===== config.mk =====
export PLATFORM = sky130hd
export DESIGN_NAME = pet_needs_controller_flat
export DESIGN_NICKNAME = d
export VERILOG_FILES = /design/src/rtl/pet_pkg.sv /design/src/rtl/pet_needs_controller_if.sv /design/src/rtl/pet_tick_gen.sv /design/src/rtl/pet_needs_controller.sv /design/src/flat_wrapper.sv
export SDC_FILE = /design/constraint.sdc
export NUM_CORES = 1
export LEC_CHECK = 0
export BUFFER_PORTS_ARGS = -buffer_cell sky130_fd_sc_hd__buf_2
export CORE_ASPECT_RATIO = 0.8
export CORE_MARGIN = 4
export CORE_UTILIZATION = 35
export DETAILED_ROUTE_END_ITERATION = 10
export GPL_TIMING_DRIVEN = 0
export SYNTH_ARGS = -nofsm -noshare
export SYNTH_HDL_FRONTEND = slang
export SYNTH_SLANG_ARGS = --single-unit

===== constraint.sdc =====
create_clock -name clk -period 4 [get_ports clk]
set_input_delay 0.8 -clock clk [delete_from_list [all_inputs] [get_ports clk]]
set_output_delay 0.8 -clock clk [all_outputs]
set_load 0.01 [all_outputs]

===== src/rtl/pet_pkg.sv =====
// pet_pkg: pet state encoding, need indices and a small helper.
// Shared by the pet needs controller and its tick generator.
package pet_pkg;

  localparam int STATE_W = 3;

  typedef enum logic [STATE_W-1:0] {
    ST_IDLE    = 3'd0,
    ST_NEUTRAL = 3'd1,
    ST_NEEDY   = 3'd2,
    ST_SLEEP   = 3'd3,
    ST_DEATH   = 3'd4
  } pet_state_e;

  localparam int NEED_REST = 0;
  localparam int NEED_FOOD = 1;
  localparam int NEED_FUN  = 2;

  function automatic int max_i(int a, int b);
    return (a > b) ? a : b;
  endfunction

  localparam int NUM_PET_NEEDS = max_i(NEED_FOOD, NEED_FUN) + 1;

endpackage


===== src/rtl/pet_needs_controller_if.sv =====
// pet_needs_controller_if: buttons in, levels/state/tick out.
// master = button front-end side, slave = controller side.
interface pet_needs_controller_if #(
  parameter int NUM_NEEDS = 3,
  parameter int LEVEL_W   = 3,
  parameter int TEST_W    = 4
);
  import pet_pkg::*;

  logic [NUM_NEEDS-1:0]         btn_care;
  logic                         btn_sleep;
  logic                         btn_awake;
  logic                         btn_test;
  logic [TEST_W-1:0]            test_speed;
  logic [NUM_NEEDS*LEVEL_W-1:0] need_level;
  logic [NUM_NEEDS-1:0]         need_low;
  logic [STATE_W-1:0]           state;
  logic                         tick;

  modport master (
    output btn_care, btn_sleep, btn_awake,
    output btn_test, test_speed,
    input  need_level, need_low, state, tick
  );

  modport slave (
    input  btn_care, btn_sleep, btn_awake,
    input  btn_test, test_speed,
    output need_level, need_low, state, tick
  );

endinterface


===== src/rtl/pet_tick_gen.sv =====
// pet_tick_gen: prescaler with latched speed, one-cycle tick.
// Ports: clk, rst (async low), load, speed, tick.
module pet_tick_gen
  import pet_pkg::*;
#(
  parameter int TICK_DIV = 20,
  parameter int TEST_W   = 4
) (
  input  logic              clk,
  input  logic              rst,
  input  logic              load,
  input  logic [TEST_W-1:0] speed,
  output logic              tick
);

  localparam int AW = max_i($clog2(TICK_DIV), TEST_W) + 1;

  logic [TEST_W-1:0] speed_q;
  logic [AW-1:0]     acc_q;
  logic [AW-1:0]     sum;
  logic              hit;

  assign sum = acc_q + AW'(speed_q) + AW'(1);
  assign hit = (sum >= AW'(TICK_DIV));

  always_ff @(posedge clk or negedge rst) begin
    if (!rst) begin
      speed_q <= '0;
      acc_q   <= '0;
      tick    <= 1'b0;
    end else begin
      tick  <= hit;
      acc_q <= hit ? '0 : sum;
      if (load)
        speed_q <= speed;
    end
  end

endmodule


===== src/rtl/pet_needs_controller.sv =====
// pet_needs_controller: need levels, starvation and pet FSM.
// Ports: clk, rst (async low), bus (slave). Option: PET_AUTOSLEEP_EN.
module pet_needs_controller
  import pet_pkg::*;
#(
  parameter int NUM_NEEDS   = NUM_PET_NEEDS,
  parameter int LEVEL_W     = 3,
  parameter int TICK_DIV    = 20,
  parameter int LOW_TH      = 2,
  parameter int CARE_STEP   = 2,
  parameter int DEATH_TICKS = 4,
  parameter int TEST_W      = 4
) (
  input logic                   clk,
  input logic                   rst,
  pet_needs_controller_if.slave bus
);

  localparam int LW2 = LEVEL_W + 2;
  localparam int CW  = $clog2(DEATH_TICKS + 1);
  localparam logic [LEVEL_W-1:0] MAX = '1;

  pet_state_e state_q, state_d;

  logic [LEVEL_W-1:0] lvl_q [NUM_NEEDS];
  logic [LEVEL_W-1:0] lvl_d [NUM_NEEDS];
  logic [LW2-1:0]     nxt   [NUM_NEEDS];
  logic [NUM_NEEDS-1:0] low_q, low_d, zero;
  logic [CW-1:0] starve_q;
  logic parity_q;
  logic tick, sleeping, dead, active;
  logic any_low, starved;

  assign sleeping = (state_q == ST_SLEEP);
  assign dead     = (state_q == ST_DEATH);
  assign active   = (state_q == ST_NEUTRAL) ||
                    (state_q == ST_NEEDY);
  assign any_low  = |low_q;
  assign starved  = (starve_q == CW'(DEATH_TICKS));

  pet_tick_gen #(
    .TICK_DIV (TICK_DIV),
    .TEST_W   (TEST_W)
  ) u_tick (
    .clk   (clk),
    .rst   (rst),
    .load  (bus.btn_test & ~dead),
    .speed (bus.test_speed),
    .tick  (tick)
  );

  // One combined update; the top bit of nxt flags underflow.
  always_comb begin
    for (int i = 0; i < NUM_NEEDS; i++) begin
      nxt[i] = {2'b00, lvl_q[i]};
      if (active && bus.btn_care[i])
        nxt[i] = nxt[i] + LW2'(CARE_STEP);
      if (!sleeping)
        nxt[i] = nxt[i] - LW2'(tick);
      else if (i == NEED_REST)
        nxt[i] = nxt[i] + LW2'(tick);
      else
        nxt[i] = nxt[i] - LW2'(tick & parity_q);
      if (nxt[i][LW2-1])
        lvl_d[i] = '0;
      else if (nxt[i][LW2-2:LEVEL_W] != '0)
        lvl_d[i] = MAX;
      else
        lvl_d[i] = nxt[i][LEVEL_W-1:0];
      low_d[i] = (lvl_d[i] <= LEVEL_W'(LOW_TH));
    end
  end

  always_comb begin
    zero = '0;
    for (int i = 0; i < NUM_NEEDS; i++)
      zero[i] = (lvl_q[i] == '0);
`ifdef PET_AUTOSLEEP_EN
    // exhausted rest sends the pet to sleep, not to death
    zero[NEED_REST] = 1'b0;
`endif
  end

  always_ff @(posedge clk or negedge rst) begin
    if (!rst) begin
      for (int i = 0; i < NUM_NEEDS; i++)
        lvl_q[i] <= MAX;
      low_q    <= '0;
      starve_q <= '0;
      parity_q <= 1'b0;
    end else begin
      if (!dead) begin
        for (int i = 0; i < NUM_NEEDS; i++)
          lvl_q[i] <= lvl_d[i];
        low_q <= low_d;
      end
      if (!sleeping)
        parity_q <= 1'b0;
      else if (tick)
        parity_q <= ~parity_q;
      if (tick) begin
        if (!(|zero))
          starve_q <= '0;
        else if (!starved)
          starve_q <= starve_q + CW'(1);
      end
    end
  end

  always_comb begin
    state_d = state_q;
    if (starved) begin
      state_d = ST_DEATH;
    end else begin
      unique case (state_q)
        ST_IDLE:
          if (tick) state_d = ST_NEUTRAL;
        ST_SLEEP:
          if (bus.btn_awake || lvl_q[NEED_REST] == MAX)
            state_d = any_low ? ST_NEEDY : ST_NEUTRAL;
        ST_NEUTRAL, ST_NEEDY: begin
          if (bus.btn_sleep && !bus.btn_awake)
            state_d = ST_SLEEP;
`ifdef PET_AUTOSLEEP_EN
          else if (lvl_q[NEED_REST] == '0)
            state_d = ST_SLEEP;
`endif
          else
            state_d = any_low ? ST_NEEDY : ST_NEUTRAL;
        end
        default: state_d = state_q;
      endcase
    end
  end

  always_ff @(posedge clk or negedge rst) begin
    if (!rst) state_q <= ST_IDLE;
    else      state_q <= state_d;
  end

  for (genvar g = 0; g < NUM_NEEDS; g++) begin : g_pack
    assign bus.need_level[g*LEVEL_W +: LEVEL_W] = lvl_q[g];
  end

  assign bus.need_low = low_q;
  assign bus.state    = state_q;
  assign bus.tick     = tick;

endmodule


===== src/flat_wrapper.sv =====
// flat-port wrapper written by rule: the top's interface ports become plain ports
module pet_needs_controller_flat import pet_pkg::*;
#(
  parameter int NUM_NEEDS   = NUM_PET_NEEDS,
  parameter int LEVEL_W     = 3,
  parameter int TICK_DIV    = 20,
  parameter int LOW_TH      = 2,
  parameter int CARE_STEP   = 2,
  parameter int DEATH_TICKS = 4,
  parameter int TEST_W      = 4
)
  (clk, rst, bus_btn_care, bus_btn_sleep, bus_btn_awake, bus_btn_test, bus_test_speed, bus_need_level, bus_need_low, bus_state, bus_tick);
  pet_needs_controller_if #(.NUM_NEEDS(NUM_NEEDS), .LEVEL_W(LEVEL_W), .TEST_W(TEST_W)) bus_i ();
  input logic clk;
  input logic rst;
  input wire logic [$bits(bus_i.btn_care)-1:0] bus_btn_care;
  input wire logic [$bits(bus_i.btn_sleep)-1:0] bus_btn_sleep;
  input wire logic [$bits(bus_i.btn_awake)-1:0] bus_btn_awake;
  input wire logic [$bits(bus_i.btn_test)-1:0] bus_btn_test;
  input wire logic [$bits(bus_i.test_speed)-1:0] bus_test_speed;
  output wire logic [$bits(bus_i.need_level)-1:0] bus_need_level;
  output wire logic [$bits(bus_i.need_low)-1:0] bus_need_low;
  output wire logic [$bits(bus_i.state)-1:0] bus_state;
  output wire logic [$bits(bus_i.tick)-1:0] bus_tick;
  assign bus_i.btn_care = bus_btn_care;
  assign bus_i.btn_sleep = bus_btn_sleep;
  assign bus_i.btn_awake = bus_btn_awake;
  assign bus_i.btn_test = bus_btn_test;
  assign bus_i.test_speed = bus_test_speed;
  assign bus_need_level = bus_i.need_level;
  assign bus_need_low = bus_i.need_low;
  assign bus_state = bus_i.state;
  assign bus_tick = bus_i.tick;
  pet_needs_controller #(.NUM_NEEDS(NUM_NEEDS), .LEVEL_W(LEVEL_W), .TICK_DIV(TICK_DIV), .LOW_TH(LOW_TH), .CARE_STEP(CARE_STEP), .DEATH_TICKS(DEATH_TICKS), .TEST_W(TEST_W)) u_core (.clk(clk), .rst(rst), .bus(bus_i));
endmodule

; Word-level counts from Yosys, hierarchy flattened
; Index checks and enable logic that the tools add are counted.
; W data, S select, Z words.
[totals]
ff_bits = 30
latchBits = 0
ram_bits = 0
mem_bits_ro = 0
in_bits = 12
output_inout_bits = 16
elab_cells = 80
n_memories = 0
[op_classes]
add_sub_neg = 12
mul = 0
div_mod_pow = 0
n_lt_le_gt_ge = 4
eq_ne = 10
shift = 0
mux = 23
bitwise = 4
n_reduce_logical = 17
[ops]
columns = operator, n
row1 = $mux W3, 12
row2 = $mux W5, 6
row3 = $sub A5 B1 Y5, 3
row4 = $add A3 B2 Y4 const B, 3
row5 = $logic_not A3 Y1, 4
row6 = $sub A5 B5 Y5, 2
row7 = $eq A3 B3 Y1 const B, 3
row8 = $le A3 B2 Y1 const B, 3
row9 = $pmux W3 S3, 1
row10 = $add A6 B1 Y6 const B, 1
row11 = $add A6 B4 Y6, 1
row12 = $eq A3 B2 Y1 const B, 2
row13 = $ge A6 B5 Y1 const B, 1
row14 = $mux W6, 1
row15 = $reduce_or A3 Y1, 2
row16 = $add A5 B1 Y5, 1
row17 = $logic_and A1 B1 Y1, 4
row18 = $ne A2 B2 Y1 const B, 2
row19 = $reduce_bool A4 Y1, 1
row20 = $add A3 B1 Y3 const B, 1
row21 = $eq A3 B1 Y1 const B, 1
row22 = $ne A3 B2 Y1 const B, 1
row23 = $ne A3 B3 Y1 const B, 1
row24 = $reduce_and A3 Y1, 1
row25 = other kinds (8), 12

; Depth between registers and ports, before layout
[depth]
ltp_word = 9
depth_mapped = 11
ltp_nobuf = 10

; By module
; From an unflattened synthesis, not the netlist that was laid out.
[hier_totals]
hier_cells = 236
hier_area_um2 = 2204.6
[modules_own_cells]
columns = module, n_inst, cells_per_inst, area_per_inst_um2, seq_area_each_um2
row1 = pet_needs_controller, 1, 181, 1605.3, 486.7
row2 = pet_tick_gen, 1, 55, 599.3, 275.3

; Least setup slack after synthesis
; OpenSTA, ideal clock, no wires.
[synth_path]
path_kind = reg2reg
startpoint = register u_core.state_q[0] (netlist: u_core.bus.state[0])
endpoint = register u_core.low_q[0] (netlist: u_core.bus.need_low[0])
setup_ns = 0.121
t_arrival_ns = 2.507
t_required_ns = 3.879
setup_slack_ns = 1.371
path_stages_with_launch = 12
n_path_buf = 1
period_less_slack_ns = 2.629
cell_sequence = dfrtp_1 buf_6 xnor2_2 nor2_1 nand2_1 mux2_2 ha_1 a21o_1 a21oi_1 xor2_1 or2_2 o22a_1
[synth_between]
elab_chain_cells = 9
word_cells_on_any_way = 13
cone_classes = 2 x add/sub / 1 x order compare / 4 x eq/ne / 4 x mux / 2 x reduce/logical
[synth_rtl]
columns = element, line
row1 = from (decl), pet_needs_controller.sv:23  ; pet_state_e state_q, state_d;
row2 = from (signal assigned), pet_needs_controller.sv:138  ; else state_q <= state_d;
row3 = $eq A3 B1 Y1 or $eq A3 B2 Y1 (tied branches), "pet_needs_controller.sv:36, pet_needs_controller.sv:37"
row4 = $logic_or A1 B1 Y1, pet_needs_controller.sv:36  ; assign active = (state_q == ST_NEUTRAL) ||
row5 = $logic_and A1 B1 Y1, pet_needs_controller.sv:56  ; if (active && bus.btn_care[i])
row6 = $mux W5, pet_needs_controller.sv:56
row7 = $sub A5 B1 Y5 or $add A5 B1 Y5 (tied branches), "pet_needs_controller.sv:59, pet_needs_controller.sv:61"
row8 = $mux W5, pet_needs_controller.sv:58  ; if (!sleeping)
row9 = $mux W3, pet_needs_controller.sv:66  ; else if (nxt[i][LW2-2:LEVEL_W] != '0)
row10 = $mux W3, pet_needs_controller.sv:64  ; if (nxt[i][LW2-1])
row11 = $le A3 B2 Y1, pet_needs_controller.sv:70  ; low_d[i] = (lvl_d[i] <= LEVEL_W'(LOW_TH));
row12 = to (signal assigned), pet_needs_controller.sv:95  ; low_q <= low_d;
row13 = to (decl), pet_needs_controller.sv:28  ; logic [NUM_NEEDS-1:0] low_q, low_d, zero;
; Several ways; a longest one is shown, not always the timed one.
; A chain may end at the register's enable or synchronous reset.

; Worst setup path after layout
; Same ends and word-level chain as after synthesis.

==> impl_metrics.sql <==
INSERT INTO impl_metrics (metric_group, metric, value, unit) VALUES
('layout', 'drive_above_1_share', '23.79', '%'),
('layout', 'flow.area_growth_from_synthesis', '15.04', '%'),
('logic_synthesis', 'ys.flop_type', 'dfrtp_1', ''),
('layout', 'layout.filler_cells', '617', ''),
('logic_synthesis', 'post_synth_most_frequent_cells', 'dfrtp_1, nand2_1, ha_1', ''),
('route', 'drt_drc_violations_left', '0', ''),
('route', 'dr_total_vias', '1813', ''),
('sta', 'max_slew.worst_pin.slew', '0.6693', 'ns'),
('logic_synthesis', 'synth_most_common_cell', 'dfrtp_1', ''),
('floorplan', 'io-pin-count', '28', ''),
('layout', 'area_of_combinational_cells_with_multiple_inputs', '1341', 'um^2'),
('layout', 'final_util', '42.23', '%'),
('pwr', 'power.static_leakage', '1.170', 'nW'),
('placed_design', 'placement.io_buffers', '27', ''),
('clock_tree', 'cts.sinks', '30', ''),
('logic_synthesis', 'synth_cells', '234', ''),
('logic_synthesis', 'synth_enable_flop_cells', '0', ''),
('sta', 'finalHoldViolCount', '0', ''),
('pwr', 'vdd_drop_max', '0.6098', 'mV'),
('setup_path', 'worstSetupStartpointType', 'flop', ''),
('clock_tree', 'h-tree-depth', '2', ''),
('layout', 'fin_cells', '350', ''),
('sta', 'setup-violations-final', '0', ''),
('logic_synthesis', 'syn-cell-area', '2205', 'um^2'),
('sta', 'final.min_clock_period', '2.855', 'ns'),
('clock_tree', 'clk_pin_slew_worst_paths', '0.07', 'ns'),
('setup_path', 'setup.reg_to_reg.worst_slack', '1.15', 'ns'),
('route', 'detailedRoute.firstPassIterationCount', '4', ''),
('clock_tree', 'ctsResizeCount', '0', ''),
('sta', 'rsz0062_at_grt', 'no', ''),
('route', 'avgViaCountPerCell', '5.180', ''),
('logic_synthesis', 'main_area_contributors_after_synthesis', 'dfrtp_1, dfstp_2, ha_1, nand2_1, a21oi_1', ''),
('sta', 'drv_slew', '0', ''),
('setup_path', 'critical_path_required', '4.17', 'ns'),
('placed_design', 'dp_worst_setup_slack', '1.167', 'ns'),
('logic_synthesis', 'synth_fp_nets', '265', ''),
('floorplan', 'fp.coreArea', '6006', 'um^2'),
('grt', 'groute.usage.overall', '13.53', '%'),
('setup_path', 'critPathMaxFanout', '9', ''),
('sta', 'rel_slew_slack', '55.38', '%'),
('min_path', 'holdCritPathClass', 'flop to flop', ''),
('clock_tree', 'cts.path.max_buffers', '2', ''),
('layout', 'layout.nets', '299', ''),
('route', 'drt_iter0_drc', '77', ''),
('floorplan', 'floorplan.initialDensity', '36.71', '%'),
('route', 'route.antenna.remaining_nets', '0', ''),
('logic_synthesis', 'netlist.top_cell.by_area', 'dfrtp_1', ''),
('logic_synthesis', 'synth_top_family_by_area', 'simple AND/OR/NAND/NOR gates', ''),
('floorplan', 'design.die.area', '7641', 'um^2'),
('grt', 'antenna_violations_before_repair', '0', ''),
('logic_synthesis', 'muxShareOfSynthArea', '3.462', '%'),
('logic_synthesis', 'synth-xor-area-share', '7.548', '%'),
('clock_tree', 'cell_chosen_for_the_clock_root', 'clkbuf_8', ''),
('floorplan', 'num_rows', '25', ''),
('sta', 'final.setup.worst_slack', '1.145', 'ns'),
('floorplan', 'die_width', '96.74', 'um'),
('grt', 'via_count_of_the_first_global_routing_pass', '1785', ''),
('logic_synthesis', 'synth.ff_latch_count', '30', ''),
('logic_synthesis', 'synth_cell_types', '54', ''),
('route', 'wire_per_inst', '14.13', 'um'),
('logic_synthesis', 'netlist.area_leader.share', '23.84', '%'),
('placed_design', 'routabilityCongestion', '0.8141', ''),
('logic_synthesis', 'synth_compound_area_share', '18.39', '%'),
('setup_path', 'crit_path_end_kind', 'flop', ''),
('setup_path', 'class_of_the_most_critical_setup_path', 'flop to flop', ''),
('layout', 'layout.area.seq', '762.0', 'um^2'),
('status', 'status', 'complete, no violations', ''),
('route', 'finalWirelength', '4945', 'um'),
('setup_path', 'worstPathArrival', '3.02', 'ns'),
('logic_synthesis', 'yosysWarnings', '0', ''),
('logic_synthesis', 'synth_async_sr_flop_share', '100.0', '%');
-- critical path: stages, from the launching register on --
cell     delay (ns)
dfrtp_1        0.39
buf_6          0.15
xnor2_2        0.33
nor2_1         0.12
nand2_1        0.12
mux2_2         0.34
ha_1           0.32
a21o_1         0.19
a21oi_1        0.17
xor2_1         0.11
or2_2          0.31
o22a_1         0.19
-- cells by family after synthesis --
family                     Yosys count
muxes                                7
buffers and inverters               23
xor gates and xnor gates            16
adders and majority gates           20
and+or+nand+nor                     80
DFF                                 30
other                                1
AOI/OAI and AO/OA                   57
-- metrics by stage --
step	instance area, um^2	power, mW
2_1_floorplan	2205	1.944
3_3_place_gp	2441	2.315
3_5_place_dp	2441	2.347
4_1_cts	2536	2.624
5_1_grt	2536	2.880
6_report	2536	2.612
-- report_power, final --
part | internal (mW) | switching [mW]
sequential | 0.480 | 0.132
combinational | 0.792 | 0.950
clock | 0.138 | 0.120
-- area by class of cell --
type	count	share of cell area, %
repair buffers	27	5.328
inverters	16	2.368
clock inverters	2	0.4933
flip-flops and latches	30	30.04
plain buffers	7	1.628
multi-input cells	181	52.89
well taps	81	3.996
clock buffers	6	3.256
-- registers in the layout, summed over array words and instances (netlist names) --
signal and count:
u_core.starve_q 3, u_core.bus.need_level 9, u_core.u_tick.acc_q 6, u_core.bus.need_low 3, u_core.parity_q 1, u_core.u_tick.tick 1
u_core.bus.state 3, u_core.u_tick.speed_q 4
-- cell usage in the layout, fill, tap and decap left out, drive strengths merged, types with 2 or more instances in the layout --
| cell type | instances |
|---|---|
| buf | 32 |
| dfrtp | 21 |
| nand2 | 20 |
| ha | 17 |
| inv | 16 |
| a21oi | 14 |
| nor2 | 12 |
| nor3 | 12 |
| o21ai | 11 |
| dfstp | 9 |
| xnor2 | 8 |
| xor2 | 8 |
| clkbuf | 8 |
| nand2b | 6 |
| nand3b | 5 |
| mux2 | 5 |
| a21o | 5 |
| a22o | 5 |
| nor2b | 4 |
| o31ai | 3 |
| nor3b | 3 |
| nand4 | 3 |
| o211ai | 3 |
| nand3 | 3 |
| and3 | 3 |
| o21a | 2 |
| o211a | 2 |
| nor4 | 2 |
| or2 | 2 |
| and2 | 2 |
| or3 | 2 |
| a31oi | 2 |
| mux2i | 2 |
| a311oi | 2 |
| fa | 2 |
-- worst paths after layout --
path,startpoint,endpoint,cells past startpoint
worst min-delay path,u_core.bus.need_level[2],u_core.bus.need_level[2],2
worst min register to register,u_core.bus.need_level[2],u_core.bus.need_level[2],2
worst max register to register,u_core.bus.state[0],u_core.bus.need_low[0],11
worst max-delay path,u_core.bus.state[0],u_core.bus.need_low[0],11
max in group asynchronous,rst,u_core.starve_q[1],1
min in group asynchronous,rst,u_core.u_tick.speed_q[3],1
-- per-layer routing --
metal / vias up / global-route usage (%) / part of all wire (%)
li1: 907 / - / -
met1: 866 / 19.39 / 52
met2: 35 / 20.73 / 43
met3: 5 / 2.546 / 3.6
met4: 0 / 4.067 / 0.83
met5: - / 0 / 0
Power figures use the tool's default switching activity.
